<file path="config.mk">
export PLATFORM = sky130hd
export DESIGN_NAME = parking_lot_occupancy
export DESIGN_NICKNAME = d
export VERILOG_FILES = /design/src/rtl/parking_lot_pkg.sv /design/src/rtl/parking_gate_fsm.sv /design/src/rtl/parking_lot_occupancy.sv
export SDC_FILE = /design/constraint.sdc
export NUM_CORES = 1
export LEC_CHECK = 0
export ABC_AREA = 1
export CORE_UTILIZATION = 50
export DETAILED_ROUTE_END_ITERATION = 8
export PLACE_DENSITY_LB_ADDON = 0.08
export REMOVE_ABC_BUFFERS = 1
export SYNTH_ARGS = -nofsm -noshare
export SYNTH_HDL_FRONTEND = slang
export SYNTH_SLANG_ARGS = --single-unit
</file>
<file path="constraint.sdc">
create_clock -name clk -period 3.4 [get_ports clk]
set_input_delay 0.68 -clock clk [delete_from_list [all_inputs] [get_ports clk]]
set_output_delay 0.68 -clock clk [all_outputs]
set_load 0.01 [all_outputs]
</file>
<file path="src/rtl/parking_lot_pkg.sv">
// Shared types for the parking lot occupancy monitor: per-gate FSM state
// encoding and a popcount helper for combining gate pulses.
package parking_lot_pkg;

   localparam int MAX_GATES = 8;

   typedef enum logic [2:0] {
      IDLE   = 3'b000,
      IN_A   = 3'b001,
      IN_AB  = 3'b010,
      IN_B   = 3'b011,
      OUT_B  = 3'b100,
      OUT_AB = 3'b101,
      OUT_A  = 3'b110
   } gate_state_e;

   function automatic logic [3:0] popcount8(input logic [MAX_GATES-1:0] v);
      logic [3:0] c;
      c = '0;
      for (int i = 0; i < MAX_GATES; i++) c = c + 4'(v[i]);
      return c;
   endfunction

endpackage

</file>
<file path="src/rtl/parking_gate_fsm.sv">
// One two-sensor gate: direction FSM with registered enter/exit pulses.
// Optional PARKING_LOT_GATE_BLOCK_EN exposes the next-state IN_* indication.
//
// state  | meaning
// IDLE   | no car in the gate
// IN_A   | entering, outer sensor only
// IN_AB  | entering, both sensors
// IN_B   | entering, inner sensor only
// OUT_B  | leaving, inner sensor only
// OUT_AB | leaving, both sensors
// OUT_A  | leaving, outer sensor only
module parking_gate_fsm
   import parking_lot_pkg::*;
(
   input  logic clk,
   input  logic reset,
   input  logic a,
   input  logic b,
   output logic enter_nxt,
   output logic exit_nxt,
`ifdef PARKING_LOT_GATE_BLOCK_EN
   output logic in_nxt,
`endif
   output logic enter,
   output logic exit
);

   gate_state_e state_q, state_d;
   logic        enter_q, exit_q;
   logic        enter_d, exit_d;

   always_comb begin
      state_d = IDLE;
      enter_d = 1'b0;
      exit_d  = 1'b0;
      case (state_q)
         IDLE:
            case ({a, b})
               2'b10:   state_d = IN_A;
               2'b01:   state_d = OUT_B;
               default: state_d = IDLE;
            endcase
         IN_A:
            case ({a, b})
               2'b11:   state_d = IN_AB;
               2'b10:   state_d = IN_A;
               default: state_d = IDLE;
            endcase
         IN_AB:
            case ({a, b})
               2'b10:   state_d = IN_A;
               2'b01:   state_d = IN_B;
               2'b11:   state_d = IN_AB;
               default: state_d = IDLE;
            endcase
         IN_B:
            case ({a, b})
               2'b11:   state_d = IN_AB;
               2'b01:   state_d = IN_B;
               2'b00:   enter_d = 1'b1;
               default: state_d = IDLE;
            endcase
         OUT_B:
            case ({a, b})
               2'b11:   state_d = OUT_AB;
               2'b01:   state_d = OUT_B;
               default: state_d = IDLE;
            endcase
         OUT_AB:
            case ({a, b})
               2'b01:   state_d = OUT_B;
               2'b10:   state_d = OUT_A;
               2'b11:   state_d = OUT_AB;
               default: state_d = IDLE;
            endcase
         OUT_A:
            case ({a, b})
               2'b11:   state_d = OUT_AB;
               2'b10:   state_d = OUT_A;
               2'b00:   exit_d  = 1'b1;
               default: state_d = IDLE;
            endcase
         default: state_d = IDLE;
      endcase
   end

   always_ff @(posedge clk or posedge reset) begin
      if (reset) begin
         state_q <= IDLE;
         enter_q <= 1'b0;
         exit_q  <= 1'b0;
      end else begin
         state_q <= state_d;
         enter_q <= enter_d;
         exit_q  <= exit_d;
      end
   end

   assign enter_nxt = enter_d;
   assign exit_nxt  = exit_d;
   assign enter     = enter_q;
   assign exit      = exit_q;
`ifdef PARKING_LOT_GATE_BLOCK_EN
   assign in_nxt = (state_d == IN_A) || (state_d == IN_AB) || (state_d == IN_B);
`endif

endmodule

</file>
<file path="src/rtl/parking_lot_occupancy.sv">
// Multi-gate parking lot monitor: per-gate direction FSMs feeding a saturating
// occupancy counter with full/empty and sticky overflow/underflow flags.
// Optional PARKING_LOT_GATE_BLOCK_EN adds the per-gate entry barrier output.
module parking_lot_occupancy
   import parking_lot_pkg::*;
#(
   parameter int NUM_GATES = 2,
   parameter int CAPACITY  = 100,
   parameter int CNT_W     = 8
) (
   input  logic                 clk,
   input  logic                 reset,
   input  logic [NUM_GATES-1:0] a,
   input  logic [NUM_GATES-1:0] b,
   output logic [NUM_GATES-1:0] enter,
   output logic [NUM_GATES-1:0] exit,
   output logic [CNT_W-1:0]     count,
   output logic                 full,
   output logic                 empty,
   output logic                 overflow,
`ifdef PARKING_LOT_GATE_BLOCK_EN
   output logic [NUM_GATES-1:0] gate_block,
`endif
   output logic                 underflow
);

   localparam logic signed [CNT_W+3:0] CAP_S = (CNT_W+4)'(CAPACITY);
   localparam logic [CNT_W-1:0]        CAP_C = CNT_W'(CAPACITY);

   logic [NUM_GATES-1:0] enter_nxt, exit_nxt;
`ifdef PARKING_LOT_GATE_BLOCK_EN
   logic [NUM_GATES-1:0] in_nxt;
   logic [NUM_GATES-1:0] gate_block_q, gate_block_d;
`endif

   for (genvar g = 0; g < NUM_GATES; g++) begin : g_gate
      parking_gate_fsm u_gate (
         .clk       (clk),
         .reset     (reset),
         .a         (a[g]),
         .b         (b[g]),
         .enter_nxt (enter_nxt[g]),
         .exit_nxt  (exit_nxt[g]),
`ifdef PARKING_LOT_GATE_BLOCK_EN
         .in_nxt    (in_nxt[g]),
`endif
         .enter     (enter[g]),
         .exit      (exit[g])
      );
   end

   logic [CNT_W-1:0]        count_q, count_d;
   logic                    full_q, full_d, empty_q, empty_d;
   logic                    overflow_q, overflow_d, underflow_q, underflow_d;
   logic [MAX_GATES-1:0]    enter_pad, exit_pad;
   logic [3:0]              n_enter, n_exit;
   logic signed [CNT_W+3:0] sum_s;

   // Entries and exits from all gates net out before the clamp.
   always_comb begin
      enter_pad                = '0;
      exit_pad                 = '0;
      enter_pad[NUM_GATES-1:0] = enter_nxt;
      exit_pad[NUM_GATES-1:0]  = exit_nxt;
      n_enter     = popcount8(enter_pad);
      n_exit      = popcount8(exit_pad);
      sum_s       = $signed({4'b0000, count_q})
                  + $signed({{CNT_W{1'b0}}, n_enter})
                  - $signed({{CNT_W{1'b0}}, n_exit});
      overflow_d  = overflow_q;
      underflow_d = underflow_q;
      if (sum_s[CNT_W+3]) begin
         count_d     = '0;
         underflow_d = 1'b1;
      end else if (sum_s > CAP_S) begin
         count_d    = CAP_C;
         overflow_d = 1'b1;
      end else begin
         count_d = sum_s[CNT_W-1:0];
      end
      full_d  = (count_d == CAP_C);
      empty_d = (count_d == '0);
   end

`ifdef PARKING_LOT_GATE_BLOCK_EN
   always_comb begin
      gate_block_d = '0;
      for (int g = 0; g < NUM_GATES; g++)
         gate_block_d[g] = full_d | (in_nxt[g] & (count_d == CAP_C));
   end
`endif

   always_ff @(posedge clk or posedge reset) begin
      if (reset) begin
         count_q     <= '0;
         full_q      <= 1'b0;
         empty_q     <= 1'b1;
         overflow_q  <= 1'b0;
         underflow_q <= 1'b0;
`ifdef PARKING_LOT_GATE_BLOCK_EN
         gate_block_q <= '0;
`endif
      end else begin
         count_q     <= count_d;
         full_q      <= full_d;
         empty_q     <= empty_d;
         overflow_q  <= overflow_d;
         underflow_q <= underflow_d;
`ifdef PARKING_LOT_GATE_BLOCK_EN
         gate_block_q <= gate_block_d;
`endif
      end
   end

   assign count     = count_q;
   assign full      = full_q;
   assign empty     = empty_q;
   assign overflow  = overflow_q;
   assign underflow = underflow_q;
`ifdef PARKING_LOT_GATE_BLOCK_EN
   assign gate_block = gate_block_q;
`endif

endmodule

</file>
### Word-level counts from Yosys, hierarchy flattened

Index checks and enable logic that the tools add are counted.

* flip-flop bits (word level): 22
* bits in latches: 0
* RAM bits: 0
* bits in read-only memories: 0
* input bits: 6
* output and inout bits: 16
* memories kept: 0

* add/subtract/negate cells: 4
* $mul: 0
* divide/modulo/power cells: 0
* order comparisons: 1
* eq/ne operators: 19
* shift operators: 0
* multiplexer cells: 24
* bitwise operators: 1
* reductions and logical operators: 6

Operators with widths (count)
* 3-bit one-hot mux with 7 select lines: 2
* 3-bit one-hot mux with 2 select lines: 6
* 3-bit equality test (second input constant): 6
* 3-bit one-hot mux with 3 select lines: 2
* 8-bit two-way mux: 2
* 2-bit one-hot mux with 2 select lines: 4
* 3-bit by 2-bit equality test with 1-bit output (second input constant): 4
* 2-bit one-hot mux with 3 select lines: 2
* 10-bit by 8-bit greater-than comparator with 1-bit output (second input constant): 1
* 9-bit by 2-bit subtractor with 10-bit output: 1
* 8-bit by 2-bit adder with 9-bit output: 1
* 2-bit equality test (second input constant): 4
* 8-bit by 7-bit equality test with 1-bit output (second input constant): 1
* 8-bit zero test: 1
* 3-bit by 1-bit equality test with 1-bit output (second input constant): 2
* 3-bit zero test: 2
* 1-bit two-way mux: 6
* 1-bit by 1-bit adder with 2-bit output: 2
* 2-bit by 1-bit equality test with 1-bit output (second input constant): 2
* 2-bit zero test: 2
* 2-bit AND reduction: 1
* 1-bit inverter: 1

### Depth between registers and ports, before layout

* word-level depth: 10
* depth in mapped cells: 23
* gate-level depth less buffers: 23

### By module

A second synthesis with hierarchy kept.

* cell total of the unflattened synthesis: 246
* area, all modules: 1869.3 um^2

By module, submodules not included
* parking_lot_occupancy: times used 1, cells an instance 138, area an instance 1036.0 um^2, seq. area each 301.5 um^2
* parking_gate_fsm: times used 2, cells an instance 54, area an instance 416.6 um^2, seq. area each 125.1 um^2

### Worst setup path after synthesis

Ideal clock, no wire load.

* kind: in2reg
* start: input a[0]
* end: register overflow_q, in the netlist overflow
* library setup time: 0.118 ns
* arrival: 3.432 ns
* data required time: 3.282 ns
* path slack: -0.150 ns
* stages on the path: 20
* buffers on the path: 0
* cells stage by stage: inv_1 > ha_1 > inv_1 > nor2_1 > inv_1 > fa_1 > fa_1 > inv_1 > ha_1 > inv_1 > fa_1 > inv_1 > nand2_2 > nand2_4 > nand3b_4 > nand3_1 > nand2_4 > nor2_8 > nand2_2 > a21o_1

* word-level cells in the longest chain between the ends: 8

Ends and longest elaborated chain
* from (decl): RTL line parking_lot_occupancy.sv:13 `input logic [NUM_GATES-1:0] a,`
* 2-bit zero test *: RTL line parking_gate_fsm.sv:57 `case ({a, b})`
* 1-bit two-way mux *: RTL line parking_gate_fsm.sv:57
* 1-bit two-way mux *: RTL line parking_gate_fsm.sv:36 `case (state_q)`
* via g_gate[0].u_gate.enter_nxt: RTL line parking_gate_fsm.sv:19 `output logic enter_nxt,`
* 1-bit by 1-bit adder with 2-bit output *: RTL line parking_lot_pkg.sv:20 `for (int i = 0; i < MAX_GATES; i++) c = c + 4'(v[i]);`
* 8-bit by 2-bit adder with 9-bit output *: RTL line parking_lot_occupancy.sv:68 `+ $signed({{CNT_W{1'b0}}, n_enter})`
* 9-bit by 2-bit subtractor with 10-bit output *: RTL line parking_lot_occupancy.sv:69 `- $signed({{CNT_W{1'b0}}, n_exit});`
* 10-bit by 8-bit greater-than comparator with 1-bit output or 1-bit inverter (tied branches)
* 2-bit AND reduction (no line) *
* to (signal assigned): RTL line parking_lot_occupancy.sv:107 `overflow_q <= overflow_d;`
* to (decl): RTL line parking_lot_occupancy.sv:54 `logic overflow_q, overflow_d, underflow_q, underflow_d;`

The timed path passes the listed nets; every way through them passes the cells marked *.
A chain may end at the register's enable or synchronous reset.

### Worst setup path after layout

* start: input a[1]
* end: register g_gate[1].u_gate.state_q[2]

* word-level cells in the longest chain between the ends: 3

Ends and longest elaborated chain
* 2-bit equality test (tied with other cells): RTL line parking_gate_fsm.sv:64, parking_gate_fsm.sv:70, parking_gate_fsm.sv:77
* 3-bit one-hot mux with 3 select lines (tied with other cells): RTL line parking_gate_fsm.sv:70 `case ({a, b})`
* 3-bit one-hot mux with 7 select lines *: RTL line parking_gate_fsm.sv:36
* via g_gate[1].u_gate.state_d[2]: RTL line parking_gate_fsm.sv:28 `gate_state_e state_q, state_d;`
* to (signal assigned): RTL line parking_gate_fsm.sv:93 `state_q <= state_d;`
* to (decl): RTL line parking_gate_fsm.sv:28

Marked as above.

==> metrics.yaml <==
status: "finished, final reports clean"
drt_iter0_drc: 99
synth_area_leaders: "dfrtp_1 (28%), ha_1 (17%), inv_1 (11%), nand2_1 (7.0%), nand3_1 (6.1%)"
fmax_mhz: 296
place_area_sq_um: 2400
powerDensity_nw_per_um2: 727
ant_nets: 0
power.share.sequential: 0.183
met3_length_microns: 296
syn_avg_cell_area_sq_um: 7.74
clock_skew_ns: 0.00670
n_antenna_cell: 0
grt_pass1_vias: 1976
cp.required_ns: 3.52
p_sw_frac: 0.479
h-tree-depth: 1
async_reset_ff_frac: 1.00
dieArea_sq_um: 4030
grt_max_degree: 23
vias_per_cell: 5.26
ys_ff_latch: 22
fin_cells: 376
final_cell_mix: "buf_4 (65), inv_1 (41), nand2_1 (31)"
synth-edff-count: 0
gr-total-overflow: 0
start_util: 0.544
tritoncts: "yes"
clockBufferDepth: 2
vias: 1978
cp-start-kind: "primary input"
hp-class: "reg -> reg"
coreArea_sq_um: 3470
drt_first_pass_iters: 6
rsz0062_at_grt: "yes"
clkTransAtPathRegs_ns: 0.08
grt_pass1_wl_mm: 8.87
wire_per_inst_microns: 15.7
fp-row-count: 21
clock_sinks: 22
relSlewSlack: 0.426
combPwrFrac: 0.725
dp_hpwl_mm: 3.13
gp_congestion: 0.928
place_ws_ns: -0.762
tns_ns: 0
post-route-util: 0.819
drv_cap: 0
crit_type: "in -> reg"
synthCells: 244
period_needed_ns: 3.38
synth_top_area_frac: 0.278
end_kind: "flip-flop"
fillers: 211
internal_power_w: 0.00108
synth.largest_area_cell: "dfrtp_1"
final_common_cell: "buf_4"
clock_latency_ns: 0.27
postLayoutSetupSlackWorst_ns: 0.0215
switchingPower_w: 0.000989
routed.top_layer: "met4"
synth.distinct_cells: 30
final_area_sq_um: 2840
crit_fanout: 3
slew_viol_final: 0
syn2layout_area_growth_pct: 50.4
antenna_found_initial: 0
drt-met1-wl_mm: 2.48
cts_buffers: 3
netlist_area_sq_um: 1890
cts_root_buf: "clkbuf_8"
fin_nets: 366
p_leak_nw: 1.45
pin_count: 22
cp.arrival_ns: 3.50
drc_errors: 0
die_h_microns: 63.5
met2_length_mm: 2.92
worst-slew-pin-transition_ns: 0.860
ys.warnings.count: 0
ys_seq_area_frac: 0.292
grtUsageTotal: 0.282
dp.cells: 344
p_clk_frac: 0.092
dieWidth_microns: 63.5
wirelength_mm: 5.89
synth-main-ff-cell: "dfrtp_1"
drive_above_1_share: 0.409
finalSetupViolations: 0
hold_viol_final: 0
portBuffers: 21
ctsHoldBuffers: 0
fin_crit_sh: 0.994
ir_drop_v: 0.000382
## routing by layer
layer  vias up  GRT usage
met5         -          0
met4         0     0.0767
met3        27     0.0272
met2        86      0.511
met1       922      0.353
li1        943          -
## stage by stage
step	power, W	hold slack [ns]
after detailed placement	0.00165	0.461
after global routing	0.00226	0.510
final	0.00206	0.479
after floorplan	0.00112	0.493
after global placement	0.00163	0.458
after CTS	0.00194	0.480
## cell type report
cell class	count	area, sq um	area share
Clock buffer	4	55.1	0.0194
Timing Repair Buffer	86	697	0.245
Sequential cell	22	552	0.194
Multi-Input combinational cell	161	1250	0.442
Inverter	57	224	0.0789
Tap cell	46	57.6	0.0203
## what timing repair did
item / in CTS / in global routing
resized for setup: 44 / 32
setup endpoints to repair: 11 / 14
pin swaps: 17 / 18
buffers inserted: 24 / 4
## synthesized netlist by cell type (2+ instances only)
| master | count |
|---|---|
| a21oi_2 | 2 |
| fa_1 | 3 |
| a21oi_1 | 5 |
| o2111ai_1 | 2 |
| inv_1 | 56 |
| nand3_1 | 23 |
| nor2_1 | 19 |
| o21ai_0 | 5 |
| o211ai_1 | 4 |
| buf_4 | 4 |
| nor3_1 | 11 |
| o221ai_1 | 2 |
| or2_2 | 2 |
| nand2_1 | 35 |
| a31oi_1 | 2 |
| dfrtp_1 | 21 |
| ha_1 | 26 |
| nand2_4 | 3 |
| nand2_2 | 8 |
## cells by family after synthesis
logic type / synth area share
other: 0.00199
DFF: 0.292
adders and majority gates: 0.204
and+or+nand+nor: 0.278
AOI/OAI and AO/OA: 0.0941
buffers and inverters: 0.130
## flip-flops by register name, summed over array words and instances, names as in the netlist
signal / count
g_gate.u_gate.enter: 2
full: 1
count: 8
g_gate.u_gate.exit: 2
empty: 1
underflow: 1
overflow: 1
g_gate.u_gate.state_q: 6
## worst paths after layout
check,startpoint,end,slack (ns),depth (start not counted)
worst max-delay path,a[1],g_gate[1].u_gate.state_q[2],0.02,23
worst min-delay path,underflow,underflow,0.48,1
min in group asynchronous,reset,full,0.90,2
max in group asynchronous,reset,g_gate[1].u_gate.enter,1.98,2
worst max register to register,g_gate[0].u_gate.state_q[0],empty,0.06,19
worst min register to register,underflow,underflow,0.48,1
## power groups by stage
stage	clock network, W	logic, W	registers, W
finish	0.000191	0.00150	0.000377
CTS	0.000191	0.00138	0.000369
global placement	0	0.00126	0.000369
global route	0.000209	0.00166	0.000385
detailed placement	0	0.00128	0.000371
floorplan	0	0.000741	0.000384
## critical path, stage by stage
cell       delay, ns
buf_6           0.07
inv_2           0.05
buf_4           0.13
buf_4           0.13
buf_4           0.12
buf_4           0.12
buf_4           0.12
buf_4           0.12
buf_4           0.12
buf_4           0.12
buf_4           0.11
buf_4           0.12
buf_4           0.12
buf_4           0.12
buf_4           0.13
buf_4           0.12
buf_4           0.12
buf_4           0.12
buf_4           0.14
ha_2            0.18
or2_4           0.25
nand3_2         0.06
o2111ai_1       0.13
Power figures use the tool's default switching activity.
==> edit (same settings) <==
Set the parameter `CNT_W` to 10 (it was 8).
--- a/src/rtl/parking_lot_occupancy.sv
+++ b/src/rtl/parking_lot_occupancy.sv
@@ -6,7 +6,7 @@
 #(
    parameter int NUM_GATES = 2,
    parameter int CAPACITY  = 100,
-   parameter int CNT_W     = 8
+   parameter int CNT_W     = 10
 ) (
    input  logic                 clk,
    input  logic                 reset,
Ports: changed (resized count); port bits go from 22 to 24. The function was not compared with the original's and may differ.
==> edit against the unedited design <==
The flow now finishes with violations (setup timing). Cell count is 9.3% higher. Clock skew up 0.0011 ns. Utilization shrank 7.1 points. Sequential share of layout area rose by 0.54 points. Sequential cell count increased by 2. Cell area is 6.1% higher. Area after synthesis rose by 11%. Routed wire length decreased by 16%. Setup slack got worse by 0.034 ns. Maximum frequency is 1.0% lower. Critical endpoint is now empty.
Power is not compared: it rests on default switching activity, and its combinational part moved more than twofold at a synthesized area within 25%.
==> edit: results (changes against the unedited design) <==
placement:
  dpl.hpwl_mm: 3.62  # +16%
  placed_cells: 394  # +15%
  place_congestion: 0.888  # -4.3%
  place_area_um2: 2680  # +12%
  place_ws_ns: -1.02  # -0.255 ns
detailed_routing:
  wl_met2_mm: 2.53  # -14%
  wl_per_cell_um: 12.1  # -23%
  drt_wl_total_mm: 4.96  # -16%
  wl_met1_mm: 2.19  # -12%
  vias: 1994  # +0.81%
  first_pass_iters: 4  # -2
  wl_met3_um: 167  # -44%
  drt-initial-drc-count: 108  # +9.1%
timing:
  skew_ns: 0.00781  # +0.00110 ns
  holdWs_ns: 0.472  # -0.00686 ns
  worstMarginPinSlew_ns: 0.932  # +0.0724 ns
  worst_slack_ns: -0.0128  # -0.0343 ns
  finalSetupViolations: 2  # +2
  final.setup.tns_ns: -0.0138  # -0.0138 ns
setup_path:
  rr_endpoint: "empty"
  cp_max_fo: 5  # +2
  rr_worst_depth: 22  # +3
  regToRegSetupSlack_ns: 0.04  # -0.02 ns
  worstPathArrival_ns: 3.62  # +0.12 ns
  crit_start: "a[0]"
global_routing:
  met2_usage: 0.393  # -0.118
  use_met3: 0.0377  # +0.0105
  antenna_found_initial: 0  # unchanged
  grt_max_degree: 25  # +8.7%
  met1_usage: 0.293  # -0.0598
layout:
  layout.nets: 398  # +8.7%
  largest_reg_flops: 10  # +2
  drive_gt1_frac: 0.332  # -0.0767
yosys:
  synth-xor-area-share: 0.00835  # +0.00835
  synthTopCellsByArea: "dfrtp_1 27%, ha_1 16%, nand2_1 11%"
  synth_common_cells: "61 x nand2_1, 58 x inv_1, 27 x ha_1, 23 x dfrtp_1"
  syn_inst: 281  # +15%
  synth_fa_ha_area_frac: 0.190  # -0.0145
  ys_types: 35  # +17%
  seq_area_frac_synth: 0.287  # -0.00542
clock_network:
  clkTransAtPathRegs_ns: 0.08  # about the same
  post_cts_buffers: 8  # -67%
  post_cts_resized: 45  # +2.3%
pwr:
  pwr.group.clock_mw: 0.177
worst_hold_path:
  whs_path_depth: 1  # unchanged
outcome:
  violations: "setup timing"
  status: "finished with violations"
edit: changes by cell type after synthesis, sizes merged, moves of 2 or more:
cell,change
a21oi,-2
nand2,+24
o211ai,-4
nand4,+18
inv,+6
nor3,-7
a31oi,-2
o221ai,-2
dfrtp,+2
edit: layout make-up:
type	count	area, um^2
Clock buffer	4	45.0
Fill cell	294	1010
Tap cell	50	62.6
Multi-Input combinational cell	192	1400
Sequential cell	24	602
Inverter	63	246
Timing Repair Buffer	78	661
edit: critical path, cell delays in order:
cell	delay, ns
buf_8	0.10
inv_6	0.05
ha_4	0.13
inv_4	0.05
nor4_4	0.17
fa_1	0.47
inv_2	0.07
fa_2	0.18
inv_2	0.04
ha_4	0.15
fa_2	0.36
nand2_4	0.10
nand3_4	0.09
nand3_2	0.09
nand2_2	0.09
xnor2_2	0.15
buf_4	0.15
nand3_4	0.08
nor2_8	0.11
nand2_2	0.06
nand2_2	0.07
nand2_1	0.05
nor2_1	0.10
